File: config.mk
export PLATFORM = sky130hd
export DESIGN_NAME = ps2_host_tx
export DESIGN_NICKNAME = d
export VERILOG_FILES = /design/src/rtl/ps2_pkg.sv /design/src/rtl/ps2_line_filter.sv /design/src/rtl/ps2_host_tx.sv
export SDC_FILE = /design/constraint.sdc
export NUM_CORES = 1
export LEC_CHECK = 0
export CAP_MARGIN = 15
export CORE_MARGIN = 2
export CORE_UTILIZATION = 45
export DETAILED_ROUTE_END_ITERATION = 8
export PLACE_DENSITY_LB_ADDON = 0.15
export SLEW_MARGIN = 20
export SYNTH_ARGS = -nofsm -noshare
export SYNTH_HDL_FRONTEND = slang
export SYNTH_SLANG_ARGS = --single-unit
File: constraint.sdc
create_clock -name clk -period 4.5 [get_ports clk]
set_input_delay 0.9 -clock clk [delete_from_list [all_inputs] [get_ports clk]]
set_output_delay 0.9 -clock clk [all_outputs]
set_load 0.01 [all_outputs]
File: src/rtl/ps2_pkg.sv
// Shared PS/2 definitions: transmitter state encoding, frame constants and timing helpers.
package ps2_pkg;

  typedef enum logic [2:0] {
    ST_IDLE,
    ST_INHIBIT,
    ST_REQ,
    ST_SHIFT,
    ST_ACK,
    ST_WAIT_IDLE,
    ST_DONE,
    ST_ERR
  } ps2_state_t;

  localparam int PS2_DATA_BITS   = 8;
  localparam int PS2_LAST_TX_BIT = 9;

  function automatic int cycles_from_us(input int freq, input int us);
    return int'((longint'(freq) * longint'(us)) / longint'(1_000_000));
  endfunction

endpackage

File: src/rtl/ps2_line_filter.sv
// Two-flop synchronizer plus stability filter for a PS/2 line; emits 1-cycle fall/rise pulses.
// The filtered level follows the line only after FILTER_LEN consecutive equal samples.
module ps2_line_filter #(
  parameter int FILTER_LEN = 8
) (
  input  logic clk,
  input  logic reset,
  input  logic raw,
  output logic level,
  output logic fall,
  output logic rise
);
  localparam int CNT_W = $clog2(FILTER_LEN + 1);

  logic             meta;
  logic             sync;
  logic [CNT_W-1:0] cnt;

  always_ff @(posedge clk) begin
    if (reset) begin
      meta  <= 1'b1;
      sync  <= 1'b1;
      level <= 1'b1;
      cnt   <= '0;
      fall  <= 1'b0;
      rise  <= 1'b0;
    end else begin
      meta <= raw;
      sync <= meta;
      fall <= 1'b0;
      rise <= 1'b0;
      // cnt tracks how many samples in a row have disagreed with the accepted level
      if (sync == level) begin
        cnt <= '0;
      end else if (cnt == CNT_W'(FILTER_LEN - 1)) begin
        level <= sync;
        cnt   <= '0;
        fall  <= level;
        rise  <= ~level;
      end else begin
        cnt <= cnt + 1'b1;
      end
    end
  end

endmodule

File: src/rtl/ps2_host_tx.sv
// PS/2 host-to-device transmitter: inhibit, request-to-send, device-clocked shift, ack check.
// Accepts one byte only in IDLE (tx_ready); tx_valid while busy is ignored.
module ps2_host_tx
  import ps2_pkg::*;
#(
  parameter int CLK_FREQ_HZ    = 50_000_000,
  parameter int INHIBIT_CYCLES = cycles_from_us(CLK_FREQ_HZ, 100),
  parameter int REQ_CYCLES     = 50,
  parameter int TIMEOUT_CYCLES = cycles_from_us(CLK_FREQ_HZ, 20_000),
  parameter int FILTER_LEN     = 8
) (
  input  logic       clk,
  input  logic       reset,
  input  logic [7:0] tx_data,
  input  logic       tx_valid,
  output logic       tx_ready,
  output logic       busy,
  output logic       tx_done,
  output logic       tx_error,
  input  logic       ps2_clk_i,
  input  logic       ps2_data_i,
  output logic       ps2_clk_oe,
  output logic       ps2_data_oe
);
  localparam int PH_MAX = (INHIBIT_CYCLES > REQ_CYCLES) ? INHIBIT_CYCLES : REQ_CYCLES;
  localparam int PH_W   = $clog2(PH_MAX + 1);
  localparam int TO_W   = $clog2(TIMEOUT_CYCLES + 1);
  localparam int BIT_W  = $clog2(PS2_LAST_TX_BIT + 2);

  ps2_state_t               state;
  ps2_state_t               state_nxt;
  logic [PH_W-1:0]          ph_cnt;
  logic [TO_W-1:0]          to_cnt;
  logic [BIT_W-1:0]         bitcnt;
  logic [PS2_DATA_BITS-1:0] shreg;
  logic                     par;
  logic                     data_q;
  logic                     data_meta;
  logic                     data_sync;
  logic                     clk_level;
  logic                     clk_fall;
  logic                     clk_rise;
  logic                     to_hit;
  logic                     in_frame;

  ps2_line_filter #(
    .FILTER_LEN(FILTER_LEN)
  ) u_clk_filter (
    .clk  (clk),
    .reset(reset),
    .raw  (ps2_clk_i),
    .level(clk_level),
    .fall (clk_fall),
    .rise (clk_rise)
  );

  // A simultaneous fall and rise would mean the filter lost track of its level.
  clk_edges_exclusive: assert property (@(posedge clk) disable iff (reset) !(clk_fall && clk_rise));

  always_ff @(posedge clk) begin
    if (reset) begin
      data_meta <= 1'b1;
      data_sync <= 1'b1;
    end else begin
      data_meta <= ps2_data_i;
      data_sync <= data_meta;
    end
  end

  assign in_frame = (state == ST_SHIFT) || (state == ST_ACK) || (state == ST_WAIT_IDLE);
  assign to_hit   = in_frame && (to_cnt == TO_W'(TIMEOUT_CYCLES - 1));

  always_ff @(posedge clk) begin
    if (reset) state <= ST_IDLE;
    else       state <= state_nxt;
  end

  always_comb begin
    state_nxt   = state;
    tx_ready    = 1'b0;
    busy        = 1'b1;
    tx_done     = 1'b0;
    tx_error    = 1'b0;
    ps2_clk_oe  = 1'b0;
    ps2_data_oe = 1'b0;
    case (state)
      ST_IDLE: begin
        tx_ready = 1'b1;
        busy     = 1'b0;
        if (tx_valid) state_nxt = ST_INHIBIT;
      end
      ST_INHIBIT: begin
        ps2_clk_oe = 1'b1;
        if (ph_cnt == PH_W'(INHIBIT_CYCLES - 1)) state_nxt = ST_REQ;
      end
      ST_REQ: begin
        ps2_clk_oe  = 1'b1;
        ps2_data_oe = 1'b1;
        if (ph_cnt == PH_W'(REQ_CYCLES - 1)) state_nxt = ST_SHIFT;
      end
      ST_SHIFT: begin
        ps2_data_oe = data_q;
        if (to_hit) state_nxt = ST_ERR;
        else if (clk_fall && bitcnt == BIT_W'(PS2_LAST_TX_BIT)) state_nxt = ST_ACK;
      end
      ST_ACK: begin
        if (to_hit) state_nxt = ST_ERR;
        else if (clk_fall) state_nxt = data_sync ? ST_ERR : ST_WAIT_IDLE;
      end
      ST_WAIT_IDLE: begin
        if (to_hit) state_nxt = ST_ERR;
        else if (clk_level && data_sync) state_nxt = ST_DONE;
      end
      ST_DONE: begin
        tx_done   = 1'b1;
        state_nxt = ST_IDLE;
      end
      ST_ERR: begin
        tx_error  = 1'b1;
        state_nxt = ST_IDLE;
      end
      default: state_nxt = ST_IDLE;
    endcase
  end

  always_ff @(posedge clk) begin
    if (reset) begin
      ph_cnt <= '0;
      to_cnt <= '0;
      bitcnt <= '0;
      shreg  <= '0;
      par    <= 1'b0;
      data_q <= 1'b0;
    end else begin
      ph_cnt <= ((state == ST_INHIBIT || state == ST_REQ) && state_nxt == state) ? ph_cnt + 1'b1 : '0;
      // Timeout only runs once the device owns the clock; REQ leaves it cleared.
      to_cnt <= in_frame ? to_cnt + 1'b1 : '0;

      if (state == ST_IDLE && tx_valid) begin
        shreg  <= tx_data;
        par    <= ~^tx_data;
        bitcnt <= '0;
        data_q <= 1'b1;
      end else if (state == ST_SHIFT && clk_fall && !to_hit) begin
        bitcnt <= bitcnt + 1'b1;
        if (bitcnt < BIT_W'(PS2_DATA_BITS)) begin
          data_q <= ~shreg[0];
          shreg  <= shreg >> 1;
        end else if (bitcnt == BIT_W'(PS2_DATA_BITS)) begin
          data_q <= ~par;
        end else begin
          data_q <= 1'b0;
        end
      end
    end
  end

endmodule

==> results of run 1 <==
-- through the flow --
step                      hold slack [ns]  total power [mW]
after floorplan                    0.3895            0.6118
after global placement             0.3969            0.6386
after detailed placement           0.4033            0.6402
after CTS                          0.4210             1.181
after global routing               0.4280             1.215
final                              0.4142             1.162
-- cells in the mapped netlist, drive strengths merged (2+ instances only) --
cell type / instances
dfxtp: 60
nor2: 40
nand2: 24
xnor2: 19
nand3: 16
a21oi: 13
inv: 12
nor3: 11
xor2: 11
a211oi: 10
buf: 8
nand4: 8
a2111oi: 7
and3: 7
ha: 7
or3: 7
a31oi: 5
and4: 5
nand2b: 5
and2: 4
clkbuf: 4
mux2i: 4
nor4: 4
o31ai: 4
or2: 4
nor4b: 3
nor4bb: 3
o21ai: 3
o311ai: 3
o41ai: 3
or4: 3
a211o: 2
and3b: 2
and4b: 2
mux2: 2
nand3b: 2
nor2b: 2
nor3b: 2
-- sequential cells by signal, indices dropped and copies added, names as in the netlist --
name and flops:
u_clk_filter.fall 1, ph_cnt 13, par 1, u_clk_filter.cnt 4, shreg 8, u_clk_filter.sync 1
bitcnt 4, to_cnt 20, data_meta 1, state 3, data_sync 1, u_clk_filter.level 1
data_q 1, u_clk_filter.meta 1
-- metal layers --
metal / global-route usage (%) / part of all wire (%) / vias up
met4: 5.256 / 0.49 / 0
met1: 23.38 / 50 / 1150
met3: 6.667 / 3.5 / 2
met2: 27.70 / 46 / 41
met5: 0 / 0 / -
li1: - / - / 1262
-- cell families (layout without fill, tap and decap cells) --
kind of cell	count (synthesis)	count (layout)	synth area share [%]
DFF	60	60	39.46
AOI/OAI and AO/OA	55	55	14.63
xor gates and xnor gates	30	30	8.631
muxes	6	6	2.055
buffers and inverters	24	47	4.356
and+or+nand+nor	155	155	27.99
adders and majority gates	7	7	2.877
-- worst max-delay path by stage --
stage / from / to / slack [ns] / depth (start not counted)
floorplan: tx_valid / shreg[0] / 2.53 / 4
global placement: tx_valid / shreg[7] / 1.48 / 4
detailed placement: reset / to_cnt[10] / 1.70 / 4
CTS: state[0] / ps2_clk_oe / 1.72 / 3
global route: state[1] / ps2_data_oe / 1.57 / 3
finish: state[1] / ps2_data_oe / 1.74 / 3
-- layout make-up --
class	count	area, um2
fillers	585	2993
multi-input cells	253	1719
flip-flops and latches	60	1201
repair buffers	19	187.7
clock buffers	11	141.4
well taps	77	96.34
clock inverters	5	75.07
inverters	12	45.04
-- power by group through the flow --
stage / clock network (mW) / registers, mW / logic, mW
2_1_floorplan: 0 / 0.560 / 0.0519
3_3_place_gp: 0 / 0.564 / 0.0750
3_5_place_dp: 0 / 0.564 / 0.0762
4_1_cts: 0.552 / 0.552 / 0.0768
5_1_grt: 0.578 / 0.554 / 0.0835
6_report: 0.534 / 0.552 / 0.0759
==> summary.txt, run 1 <==
Run status
  – Status: finished, final reports clean

Floorplanning
  – Initial core utilization: 47.13%
  – Row count: 29
  – Core area: 6459 um2
  – Die ar.: 7439 um2
  – Chip height: 86.25 um
  – Die X: 86.25 um
  – Ports: 19

Critical path
  – Kind of critical path: register to output pin
  – WP data arrival: 1.86 ns
  – CP bufs+invs: 1
  – R2r startpoint: to_cnt[0]
  – Type of element capturing the critical path: output pin
  – Worst path top cell family by delay: flip-flops
  – Crit path max fanout: 13
  – Critical-path top delay cell: dfxtp_1
  – CP max stage delay: 0.61 ns
  – Worst setup SP type: register
  – Flop2flop setup slack: 2.31 ns
  – WP data required: 3.60 ns
  – Worst Reg2Reg Path Length in Cells: 5
  – R2R Path End: data_q
  – Worst path cell trace: nand2b_1 > a21oi_1 > clkdlybuf4s50_1

Place
  – Post-DP Area: 3249 um2
  – Placed Cells: 421
  – Buffers on Ports: 18
  – Final HPWL DP: 4.208 mm
  – Final GP Congestion: 0.7638
  – Setup slack at placement: 1.703 ns

Power and ir drop
  – Leakage: 1.141 nW
  – Gate power share: 6.5%
  – Worst VDD drop: 181.9 uV
  – Clock power share: 45.9%
  – Sw Share: 21.94%
  – Pwr Density: 335.2 nW/um2
  – Seq pwr share: 47.5%
  – Internal Pwr Total: 0.9069 mW
  – Switch Pwr: 0.2549 mW

Clock network
  – Max Root-Sink Buffers: 2
  – Worst-Skew Late Latency: 0.33 ns
  – Post-CTS sizing: 0
  – CTS Hold Buffers Added: 0
  – # clock sinks: 60
  – Post-CTS Setup Inserts: 0
  – CTS buffer count: 9
  – CTS tree: built
  – Root Buffer: clkbuf_8
  – Clk slew on worst S/H paths: 0.07 ns
  – H-Tree Level Count: 3

STA
  – Final worst slack: 1.738 ns
  – Final Hold Viols: 0
  – Slew Limit Fails: 0
  – Tcrit/Tclk final: 61.38%
  – Tmin final: 2.762 ns
  – Worst slew margin: 31.92%
  – Setup TNS: 0 ns
  – Fmax: 362.0 MHz
  – Fin Clk Skew: 0.008408 ns
  – RSZ-0062 raised after global routing: no
  – Setup-failing EPs final: 0
  – Least-Margin Pin Slew: 1.016 ns

Route
  – Drt total wl: 6.183 mm
  – DRC viols: 0
  – DRT iter0 DRCs: 112
  – Avg WL per Cell: 14.15 um
  – DRT antenna net count: 0
  – Vias/cell: 5.618
  – DR pass1 iterations: 4
  – Via count: 2455

Synthesis
  – Async SR Flop Fraction: 0%
  – Syn_nets: 357
  – Syn Area/Cell: 9.033 um2
  – Number of synthesized flops with an enable pin: 0
  – Biggest area consumer among synthesized cells: dfxtp_1
  – Synth Cell Area: 3044 um2
  – Share of the synthesized area in the top cell type: 39.46%
  – Synth top area cells: dfxtp_1 (39%), xnor2_1 (5.5%), nor2_1 (4.9%)
  – Sequential area share after synthesis: 39.46%
  – Primary FF master, synth: dfxtp_1
  – Yosys Warn Count: 0
  – Syn Inst Count: 337
  – Synth unique cells: 54
  – Number of synthesized register bits: 60

Worst hold path
  – Hold path start: data_meta
  – Min-Delay Path Depth: 1
  – Worst min path class: register to register
  – Hold path endpoint: data_sync

Finish
  – Most frequent cells in the layout: dfxtp_1 (60), nor2_1 (40), nand2_1 (24)
  – Diode count: 0
  – Commonest non-fill, non-tap cell in the layout: dfxtp_1
  – Fin util: 53.66%
  – Area grow syn2layout: 13.85%
  – Fin nets: 375
  – Non-filler cells, final: 437
  – Share of cells above drive strength 1: 10.28%
  – Final instance area: 3466 um2

Global route
  – Total gr overflow: 0
  – Largest net degree at the start of global routing: 21
  – Initial antenna violation count: 0
  – Number of global-route vias before repair: 2273
  – First-pass GRT wire length: 10.55 mm
  – Aggregate global-route resource usage: 17.88%

Job
  – Max_cap viols: 0
No activity file was read; power rests on OpenSTA's default activity.
==> run 2: changes to the inputs <==
- clock period: 4.5 -> 2.6 ns (I/O delays scaled with it)
==> run 2 against run 1 <==
Net effect: clock-buffer cell count increased by 1; sequential power increased by 73%; global-route usage decreased by 0.37 points; critical path depth unchanged; combinational power increased by 77%; setup slack got worse by 1.5 ns; first-iteration DRC count decreased by 21%; via count increased by 1.8%; sequential share of layout area decreased by 0.075 points; register-to-register slack got worse by 1.7 ns; critical endpoint is now ps2_clk_oe; clock skew increased by 0.0024 ns.
==> summary.txt, run 2 (same netlist as run 1, synthesis figures left out) <==
Run status
  – Status: finished, final reports clean

Floorplanning
  – Chip height: 86.25 um
  – Row count: 29
  – Ports: 19
  – Core area: 6459 um2
  – Initial core utilization: 47.13%
  – Die X: 86.25 um
  – Die ar.: 7439 um2

Critical path
  – Type of element capturing the critical path: output pin
  – R2r startpoint: to_cnt[0]
  – WP data arrival: 1.79 ns
  – Crit path from: state[0]
  – Worst path cell trace: xnor2_1 > nor2_1 > clkdlybuf4s50_1
  – Worst Reg2Reg Path Length in Cells: 5
  – Crit path max fanout: 15
  – CP max stage delay: 0.62 ns
  – R2R Path End: data_q
  – WP data required: 2.08 ns
  – Flop2flop setup slack: 0.57 ns
  – Kind of critical path: register to output pin
  – Critical-path top delay cell: dfxtp_1
  – Worst setup SP type: register

Place
  – Post-DP Area: 3271 um2
  – Final HPWL DP: 4.310 mm
  – Buffers on Ports: 18
  – Setup slack at placement: 0.5138 ns
  – Placed Cells: 425
  – Final GP Congestion: 0.7913

Clock network
  – Root Buffer: clkbuf_8
  – CTS Hold Buffers Added: 0
  – # clock sinks: 60
  – Worst-Skew Late Latency: 0.33 ns
  – Post-CTS Setup Inserts: 0
  – Post-CTS sizing: 0
  – Max Root-Sink Buffers: 2
  – Clk slew on worst S/H paths: 0.06 ns
  – CTS tree: built
  – CTS buffer count: 9
  – H-Tree Level Count: 3

Route
  – Via count: 2498
  – Avg WL per Cell: 14.02 um
  – DRC viols: 0
  – DRT antenna net count: 0
  – Vias/cell: 5.664
  – DR pass1 iterations: 4
  – DRT iter0 DRCs: 88
  – Drt total wl: 6.182 mm

STA
  – Tcrit/Tclk final: 88.95%
  – Least-Margin Pin Slew: 0.6102 ns
  – Worst slew margin: 59.22%
  – Fmax: 432.4 MHz
  – Final worst slack: 0.2874 ns
  – Tmin final: 2.313 ns
  – Setup-failing EPs final: 0
  – Final Hold Viols: 0
  – RSZ-0062 raised after global routing: no
  – Setup TNS: 0 ns
  – Fin Clk Skew: 0.01076 ns
  – Slew Limit Fails: 0

Power and ir drop
  – Clock power share: 43.6%
  – Pwr Density: 556.9 nW/um2
  – Worst VDD drop: 320.9 uV
  – Switch Pwr: 0.4321 mW
  – Seq pwr share: 49.4%
  – Sw Share: 22.34%
  – Gate power share: 7.0%
  – Internal Pwr Total: 1.502 mW
  – Leakage: 1.145 nW

Finish
  – Top reg by flops: to_cnt
  – Diode count: 0
  – Final instance area: 3473 um2
  – Fillers: 598
  – Fin util: 53.78%
  – Top flop regs: to_cnt: 20 flops, ph_cnt: 13 flops, shreg: 8 flops
  – Most frequent cells in the layout: dfxtp_1 (60), nor2_1 (40), nand2_1 (24)
  – Area grow syn2layout: 14.10%
  – Commonest non-fill, non-tap cell in the layout: dfxtp_1
  – Max reg flops: 20
  – Share of cells above drive strength 1: 11.26%
  – Non-filler cells, final: 441
  – Fin nets: 379

Global route
  – Initial antenna violation count: 0
  – First-pass GRT wire length: 10.50 mm
  – Aggregate global-route resource usage: 17.51%
  – Number of global-route vias before repair: 2284
  – Largest net degree at the start of global routing: 19
  – Total gr overflow: 0

Worst hold path
  – Worst min path class: register to register
  – Hold path start: u_clk_filter.meta
  – Min-Delay Path Depth: 1
  – Hold path endpoint: u_clk_filter.sync

Job
  – Max_cap viols: 0
-- run 2: stage by stage --
| stage | total power, mW | hold slack [ns] |
|---|---|---|
| final | 1.934 | 0.4089 |
| after global routing | 2.013 | 0.4238 |
| after CTS | 1.961 | 0.4125 |
| after detailed placement | 1.111 | 0.3972 |
| after global placement | 1.111 | 0.4024 |
| after floorplan | 1.059 | 0.3895 |
-- run 2: per-layer routing --
metal	up-vias	wire [um]	GRT usage (%)
met5	-	0	0
li1	1279	-	-
met1	1172	3228	25.00
met3	7	193	2.857
met2	40	2658	25.65
met4	0	102	8.665
-- run 2: critical path, delay by kind of cell (launching register included) --
family	cells	cell delay (ns)
buf+inv	1	0.56
simple gates	1	0.15
xor+xnor	1	0.13
flops	1	0.62
-- run 2: cell type report --
class	instances	area, um2	area share [%]
multi-input cells	253	1710	49.24
repair buffers	23	217.7	6.268
inverters	12	45.04	1.297
flip-flops and latches	60	1201	34.58
well taps	77	96.34	2.774
clock inverters	4	47.55	1.369
clock buffers	12	155.1	4.467
-- run 2: how the worst max path moves through the flow --
stage,to,cells after the start
global route,ps2_clk_oe,3
CTS,ps2_clk_oe,3
global placement,to_cnt[4],4
floorplan,data_q,7
detailed placement,to_cnt[19],4
finish,ps2_clk_oe,3
-- run 2: power by group through the flow --
stage | Sequential [mW] | Combinational [mW] | Clock [mW]
3_3_place_gp | 0.977 | 0.134 | 0
3_5_place_dp | 0.976 | 0.135 | 0
5_1_grt | 0.958 | 0.148 | 0.907
2_1_floorplan | 0.969 | 0.0898 | 0
6_report | 0.956 | 0.134 | 0.844
4_1_cts | 0.955 | 0.136 | 0.870
